File: config.mk
export PLATFORM = sky130hd
export DESIGN_NAME = register_writeback
export DESIGN_NICKNAME = d
export VERILOG_FILES = /design/src/rtl/cpu_types.sv /design/src/rtl/reg_file.sv /design/src/rtl/register_writeback.sv
export SDC_FILE = /design/constraint.sdc
export NUM_CORES = 2
export LEC_CHECK = 0
export CORE_MARGIN = 4
export CORE_UTILIZATION = 60
export CTS_BUF_LIST = sky130_fd_sc_hd__clkbuf_8
export DETAILED_ROUTE_END_ITERATION = 8
export GPL_ROUTABILITY_DRIVEN = 0
export MAX_ROUTING_LAYER = met4
export PLACE_DENSITY = 0.81
export SLEW_MARGIN = 40
export SYNTH_ARGS = -nofsm -noshare
export SYNTH_HDL_FRONTEND = slang
export SYNTH_SLANG_ARGS = --single-unit
File: constraint.sdc
create_clock -name clk -period 3.6 [get_ports clk]
set_clock_uncertainty 0.2 [all_clocks]
set_input_delay 0.54 -clock clk [delete_from_list [all_inputs] [get_ports clk]]
set_output_delay 0.54 -clock clk [all_outputs]
set_load 0.02 [all_outputs]
File: src/rtl/cpu_types.sv
// Shared pipeline types: the inter-stage status record and register-address helpers.
package cpu_types;

  localparam int DATA_W = 32;
  localparam int ADDR_W = 5;

  typedef logic [ADDR_W-1:0] reg_addr_t;

  localparam reg_addr_t REG_ZERO = 5'd0;

  typedef struct packed {
    logic            valid;
    reg_addr_t       address;
    logic [DATA_W-1:0] data;
  } wb_data_t;

  typedef struct packed {
    logic        valid;
    logic        ready;
    logic [31:0] pc;
    logic [31:0] instruction;
    wb_data_t    data;
  } stage_status_t;

  // Idle trace record; ready stays high because this stage never stalls.
  localparam stage_status_t STAGE_IDLE = '{
    valid:       1'b0,
    ready:       1'b1,
    pc:          32'd0,
    instruction: 32'd0,
    data:        '0
  };

  function automatic logic writes_reg(input stage_status_t s);
    return s.valid & s.data.valid & (s.data.address != REG_ZERO);
  endfunction

endpackage

File: src/rtl/reg_file.sv
// Architectural register file: x0 reads as zero, one synchronous write port,
// two asynchronous read ports with optional same-cycle write bypass.
module reg_file
  import cpu_types::*;
#(
  parameter int XLEN         = 32,
  parameter int REG_COUNT    = 32,
  parameter bit WRITE_BYPASS = 1'b1
) (
  input  logic            clk,
  input  logic            rst_n,
  input  logic            we,
  input  reg_addr_t       waddr,
  input  logic [XLEN-1:0] wdata,
  input  reg_addr_t       a1,
  input  reg_addr_t       a2,
  output logic [XLEN-1:0] rd1,
  output logic [XLEN-1:0] rd2
);

  localparam int              AW        = (REG_COUNT > 1) ? $clog2(REG_COUNT) : 1;
  localparam logic [ADDR_W:0] REG_LIMIT = (ADDR_W + 1)'(REG_COUNT);

  // Entry 0 is never stored; address 0 is decoded to a constant zero on read.
  logic [XLEN-1:0] regs_reg [1:REG_COUNT-1];

  reg_addr_t       rd_addr [2];
  logic [XLEN-1:0] rd_data [2];
  logic            write_ok;

  function automatic logic in_range(input reg_addr_t a);
    return {1'b0, a} < REG_LIMIT;
  endfunction

  assign write_ok = we && (waddr != REG_ZERO) && in_range(waddr);

  always_ff @(posedge clk or negedge rst_n) begin
    if (!rst_n) begin
      for (int i = 1; i < REG_COUNT; i++) begin
        regs_reg[i] <= '0;
      end
    end else if (write_ok) begin
      regs_reg[waddr[AW-1:0]] <= wdata;
    end
  end

  assign rd_addr[0] = a1;
  assign rd_addr[1] = a2;

  generate
    for (genvar gi = 0; gi < 2; gi++) begin : g_read
      assign rd_data[gi] =
        ((rd_addr[gi] == REG_ZERO) || !in_range(rd_addr[gi])) ? '0 :
        (WRITE_BYPASS && write_ok && (rd_addr[gi] == waddr)) ? wdata :
        regs_reg[rd_addr[gi][AW-1:0]];
    end
  endgenerate

  assign rd1 = rd_data[0];
  assign rd2 = rd_data[1];

endmodule

File: src/rtl/register_writeback.sv
// Writeback stage: commits memory-stage results to the register file and
// keeps cycle/retire counters plus a one-cycle retire trace.
module register_writeback
  import cpu_types::*;
#(
  parameter int XLEN         = 32,
  parameter int REG_COUNT    = 32,
  parameter bit WRITE_BYPASS = 1'b1
) (
  input  logic            clk,
  input  logic            rst_n,
  input  stage_status_t   stage_in,
  output stage_status_t   stage_out,
  input  logic [4:0]      reg_a1,
  input  logic [4:0]      reg_a2,
  output logic [XLEN-1:0] reg_rd1,
  output logic [XLEN-1:0] reg_rd2,
  output logic [63:0]     cycle_count,
  output logic [63:0]     retired_count,
  output logic            retire_valid,
  output logic [31:0]     retire_pc
);

  logic            we;
  logic [XLEN-1:0] wdata;

  logic [63:0]     cycle_count_reg;
  logic [63:0]     cycle_count_next;
  logic [63:0]     retired_count_reg;
  logic [63:0]     retired_count_next;
  stage_status_t   trace_reg;
  stage_status_t   trace_next;

  assign we    = writes_reg(stage_in);
  assign wdata = XLEN'(stage_in.data.data);

  reg_file #(
    .XLEN        (XLEN),
    .REG_COUNT   (REG_COUNT),
    .WRITE_BYPASS(WRITE_BYPASS)
  ) u_reg_file (
    .clk  (clk),
    .rst_n(rst_n),
    .we   (we),
    .waddr(stage_in.data.address),
    .wdata(wdata),
    .a1   (reg_a1),
    .a2   (reg_a2),
    .rd1  (reg_rd1),
    .rd2  (reg_rd2)
  );

  // Every valid record retires, including stores and branches with no register result.
  always_comb begin
    cycle_count_next   = cycle_count_reg + 64'd1;
    retired_count_next = retired_count_reg + (stage_in.valid ? 64'd1 : 64'd0);
    trace_next         = stage_in.valid ? stage_in : STAGE_IDLE;
    trace_next.ready   = 1'b1;
  end

  always_ff @(posedge clk or negedge rst_n) begin
    if (!rst_n) begin
      cycle_count_reg   <= '0;
      retired_count_reg <= '0;
      trace_reg         <= STAGE_IDLE;
    end else begin
      cycle_count_reg   <= cycle_count_next;
      retired_count_reg <= retired_count_next;
      trace_reg         <= trace_next;
    end
  end

  assign stage_out     = trace_reg;
  assign retire_valid  = trace_reg.valid;
  assign retire_pc     = trace_reg.pc;
  assign cycle_count   = cycle_count_reg;
  assign retired_count = retired_count_reg;

endmodule
; ---- After elaboration in Yosys (flattened, before gate mapping)
; Index checks and enable logic that the tools add are counted.
[totals]
register_bits = 1223
input_bits = 116
out_inout_bits = 329
wordCells = 74
[op_classes]
addsub = 2
magnitude_cmp = 4
n_eq_ne = 2
mux = 15
n_bitwise = 5
reduce_logical = 7
[ops]
columns = cell, count
row1 = $bwmux 992, 1
row2 = $bmux 32 s5, 2
row3 = $mux 32, 9
row4 = $demux 32 s5, 1
row5 = $mux 104, 1
row6 = $add 64x1->64, 1
row7 = $add 64x1->64 const B, 1
row8 = $ge 6x6->1 const B, 3
row9 = $not 5->6, 3
row10 = $eq 5x5->1, 2
row11 = $logic_not 5->1, 2
row12 = $lt 6x1->1 const B, 1
row13 = $reduce_bool 5->1, 1
row14 = $logic_and 1x1->1, 4
row15 = $and 1x1->1, 2
row16 = $mux 1, 1

; ---- Longest topological paths before layout
[logic_depth]
word_depth = 6
mapped_depth = 9
ltp_nobuf = 7

; ---- Hierarchy
; Synthesis repeated with hierarchy kept, for this count alone.
[unflattened]
cells_unflattened = 4529
hier_area_um2 = 63288.2
[by_module_without_submodules]
columns = module, instances, cells_each, area_each_um2, seq_area_each_um2
row1 = reg_file, 1, 3748, 53742.8, 24823.8
row2 = register_writeback, 1, 781, 9545.4, 5780.5

; ---- Worst setup path before layout
; Ideal clock, no wire load.
[synth_timing]
kind = input port to output port
startpoint = in reg_a2[1]
endpoint = out reg_rd2[10]
t_arrival_ns = 2.524
required_time_ns = 2.860
slack_ns = 0.336
stages = 8
n_path_buf = 3
cell_sequence = clkbuf_1 > clkbuf_1 > xnor2_1 > nand3_1 > nor4_2 > clkbuf_1 > nor3_1 > a21oi_1
[synth_via]
elab_chain_len = 6
elab_cells_between_ends = 9
cone_classes = eq/ne (1) / mux (5) / bitwise (1) / reduce/logical (2)
[synth_rtl]
columns = element, line
row1 = start: declaration, register_writeback.sv:15  ; input logic [4:0] reg_a2,
row2 = $not 5->6 (implied by the code), reg_file.sv:55  ; regs_reg[rd_addr[gi][AW-1:0]];
row3 = $bmux 32 s5, reg_file.sv:55
row4 = $mux 32 (implied by the code) (2 in a row), reg_file.sv:55
row5 = $mux 32, reg_file.sv:54  ; (WRITE_BYPASS && write_ok && (rd_addr[gi] == waddr)) ? wdata :
row6 = $mux 32 *, reg_file.sv:53  ; ((rd_addr[gi] == REG_ZERO) || !in_range(rd_addr[gi])) ? '0 :
row7 = end: declaration, register_writeback.sv:17  ; output logic [XLEN-1:0] reg_rd2,
; Mark *: on every way between the ends. The rest lies on a longest branch, timed or not. The select of a mux whose other input is x is not followed.

; ---- Final worst setup path
[layout_timing]
startpoint = reg u_reg_file.regs_reg[98] in the netlist's numbering
endpoint = out reg_rd1[2]
[layout_via]
elab_chain_len = 5
[layout_rtl]
columns = element, line
row1 = start: declaration, reg_file.sv:25  ; logic [XLEN-1:0] regs_reg [1:REG_COUNT-1];
row2 = start signal: indexed assignment, reg_file.sv:43  ; regs_reg[waddr[AW-1:0]] <= wdata;
row3 = $bmux 32 s5, reg_file.sv:55
row4 = $mux 32 (implied by the code) (2 in a row), reg_file.sv:55
row5 = $mux 32, reg_file.sv:54
row6 = $mux 32, reg_file.sv:53
row7 = end: declaration, register_writeback.sv:16  ; output logic [XLEN-1:0] reg_rd1,
; Every way passes these cells. The select of a mux whose other input is x is not followed.

==> results.md <==
* IO Pins at between 400 and 500
* Cell taking the most area after synthesis: dfrtp_1
* Gr busiest metal: met2
* Die W at approximately 330 um
* Syn Nets at between 4000 and 5000
* Fmax at roughly 280 MHz
* Row count at approximately 120
* Fin crit period at between 3 and 4 ns
* Full die area at between 100000 and 150000 um2
* Avg WL per Cell at 30.7 um
* Worst EP required at about 2.9 ns
* Critical path type: reg2out
* Worst Tran Pin Value at approximately 0.87 ns
* Starting Density at ~61%
* Max cap viols at 0
* Status: complete, but fails checks
* Grt met1 use at around 50%
* DPL Wire Length at 132 mm
* Worst-Skew Late Latency at 0.91 ns
* FFs w/ async S/R, synth at 100%
* RSZ-0062 raised after global routing: yes
* Post-synth top cells: dfrtp_1, mux2_2, mux4_2
* Setup violators final at 1
* Drt pass-1 iters at 7
* Worst setup EP type: output port
* Met2 Track Usage GR at 57.6%
* Leak Pwr at ~34 nW
* Ys Warns at 0
* Most frequent cell after synthesis: dfrtp_1
* CP startpoint kind: register
* Tcrit/Tclk final at 101%
* Top-area cell type share of the netlist area at slightly below 50%
* Worst vdd rail ir drop at around 0.35 mV
* Port Buffers at 442
* CTS Buffer Depth at 3
* Synthesized instance count at about 4600
* Grt total ovfl at 0
* CTS Buf Count at 196
* Register area share after synthesis at between 40% and 50%
* Via density at roughly 6.9
* Final ANT Viol Nets at 0
* Dpl cell area at ~71000 um2
* Power, Total at 35.4 mW
* Initial antenna violation count at 4
* Met3 Use GR at a little under an eighth
* Sequential Power Share at between 40 and 50%
* Fin nets at around 5400
* H-tree depth at 4
* Post-route cell area at ~75000 um2
* Slew HR at between 40% and 50%
* Switching power at 10.0 mW
* Sw Ratio at roughly 28%
* Final WL at about 210 mm
* Die Ht at 329 um
* Clk network pwr share at between 30% and 40%
* Number of flops mapped to enable cells by yosys at 0
* Main flop type after synthesis: dfrtp_1
* Worst hold path class: in2async
* Clock slew at the register clock pins of the worst setup and hold paths at 0.06 ns
* Library cells used by synthesis at 52
* Comb pwr share at about 18%
* Syn-to-layout area delta at 21.5%
* CTS tree: yes
* Core area at about 100000 um2
* Max reg flops at between 900 and 1000
* First-pass GRT wire length at roughly 310 mm
* Worst EP arrival at ~2.9 ns
* DRC violations left at 0
* Post-Syn Area per Cell at 13.4 um2
* Final hold vios at 0
* Largest net degree at the start of global routing at about 110
* Yosys reg bits at around 1200
* Power Dens Cells at around 470 nW/um2
* Layout cells sized above 1 at between 30% and 40%
* Number of global-route vias before repair at approximately 48000
* Mapped cell area at 62000 um2
* Gr usage total at approximately two fifths
* Fin Setup TNS at -0.0285 ns
* First DRT Iteration DRCs at about 6000
* Final WS setup at -0.0285 ns
* CTS Root Cell: clkbuf_8
* Routed vias at roughly 47000
* Max FO, Critical Path at 3
* Clock tree sinks at ~1200
* P_int at between 20 and 30 mW
* Violated checks: negative setup slack
* Reg2reg path depth at 5
* Slew Viols, Final at 0
* Top post-synthesis cells by area: dfrtp_1, mux4_2, mux2_2
-- layout make-up --
type | instances | area, um2
antenna | 7 | 17.5
clock buffer | 250 | 3440
clock inverter | 105 | 641
fill | 6394 | 26800
inverter | 53 | 199
multi-input combinational | 2906 | 29700
sequential | 1223 | 30600
tap | 1368 | 1710
timing repair buffer | 870 | 9020
-- layer usage --
| metal | routed length [um] | share of wire [%] |
|---|---|---|
| met5 | 0 | 0 |
| met3 | 24600 | 12 |
| met4 | 13400 | 6.4 |
| met2 | 94000 | 45 |
| met1 | 76400 | 37 |
-- layout by cell type (no fill, tap or decap), types with 66 or more instances in the layout --
cell type	n
xor2_1	66
nand2_1	310
xnor2_1	67
clkdlybuf4s50_1	366
mux2i_1	214
and2_1	105
mux2_2	822
a21oi_1	69
buf_4	257
buf_12	110
nor3_1	92
inv_1	117
o21ai_0	245
mux4_2	417
dfrtp_1	1223
clkbuf_8	251
a221oi_1	117
-- worst max-delay path, cell delays in order, from the launching register on --
cell and delay (ns):
dfrtp_1 0.41, mux4_2 0.50, mux2i_2 0.24, o22ai_1 0.20, nor3_1 0.20, a21oi_1 0.11
clkdlybuf4s15_1 0.33
-- metrics by stage --
| step | utilization [%] | instances | setup WS (ns) | hold slack [ns] |
|---|---|---|---|---|
| 3_5_place_dp | 69.2 | 6358 | -0.575 | 0.262 |
| 2_1_floorplan | - | 4622 | 0.336 | 0.0444 |
| 4_1_cts | 73.8 | 6773 | 0.00174 | 0.000942 |
| 5_1_grt | 73.7 | 6779 | -0.0486 | 0.0468 |
| 6_report | 73.8 | 6782 | -0.0285 | 0.0517 |
| 3_3_place_gp | 69.1 | 6357 | -0.508 | 0.257 |
-- kinds of logic (layout without fill, tap and decap cells) --
group | after synthesis | after routing | share of synthesized area [%]
buffers and inverters | 493 | 1278 | 3.31
adder cells (fa/ha/maj) | 4 | 4 | 0.0807
XOR/XNOR | 134 | 134 | 1.90
other | 1 | 8 | 0.00605
flip-flops | 1223 | 1223 | 49.4
AND/OR/NAND/NOR | 748 | 748 | 5.94
AO/OA/AOI/OAI | 548 | 548 | 5.57
multiplexers | 1471 | 1471 | 33.8
-- path summary, 6_finish.rpt --
path | start | end | slack (ns)
worst max-delay path | u_reg_file.regs_reg[98] | reg_rd1[2] | -0.03
worst max register to register | cycle_count[2] | cycle_count[43] | 0.50
worst min register to register | retired_count[63] | retired_count[63] | 0.27
max in group asynchronous | rst_n | u_reg_file.regs_reg[135] | 2.07
worst min-delay path | rst_n | u_reg_file.regs_reg[568] | 0.05
min in group clk | stage_in[99] | retire_pc[29] | 0.06
-- power by group through the flow --
stage          clock, mW  combinational (mW)  sequential [mW]
3_3_place_gp           0                6.05             16.6
4_1_cts             12.5                6.31             16.5
2_1_floorplan          0                3.96             16.4
6_report            12.4                6.35             16.6
5_1_grt             13.1                6.76             16.8
3_5_place_dp           0                6.26             16.8
-- repair_timing --
item / in CTS / in global routing
pin swaps: 2 / 2
hold buffers: 58 / 0
gates cloned: 0 / 1
buffers inserted: 2 / 1
endpoints found under the setup margin: 64 / 53
endpoints found under the hold margin: 842 / 0
resized for setup: 134 / 77
Note: power is estimated with default switching activity, not from simulation.
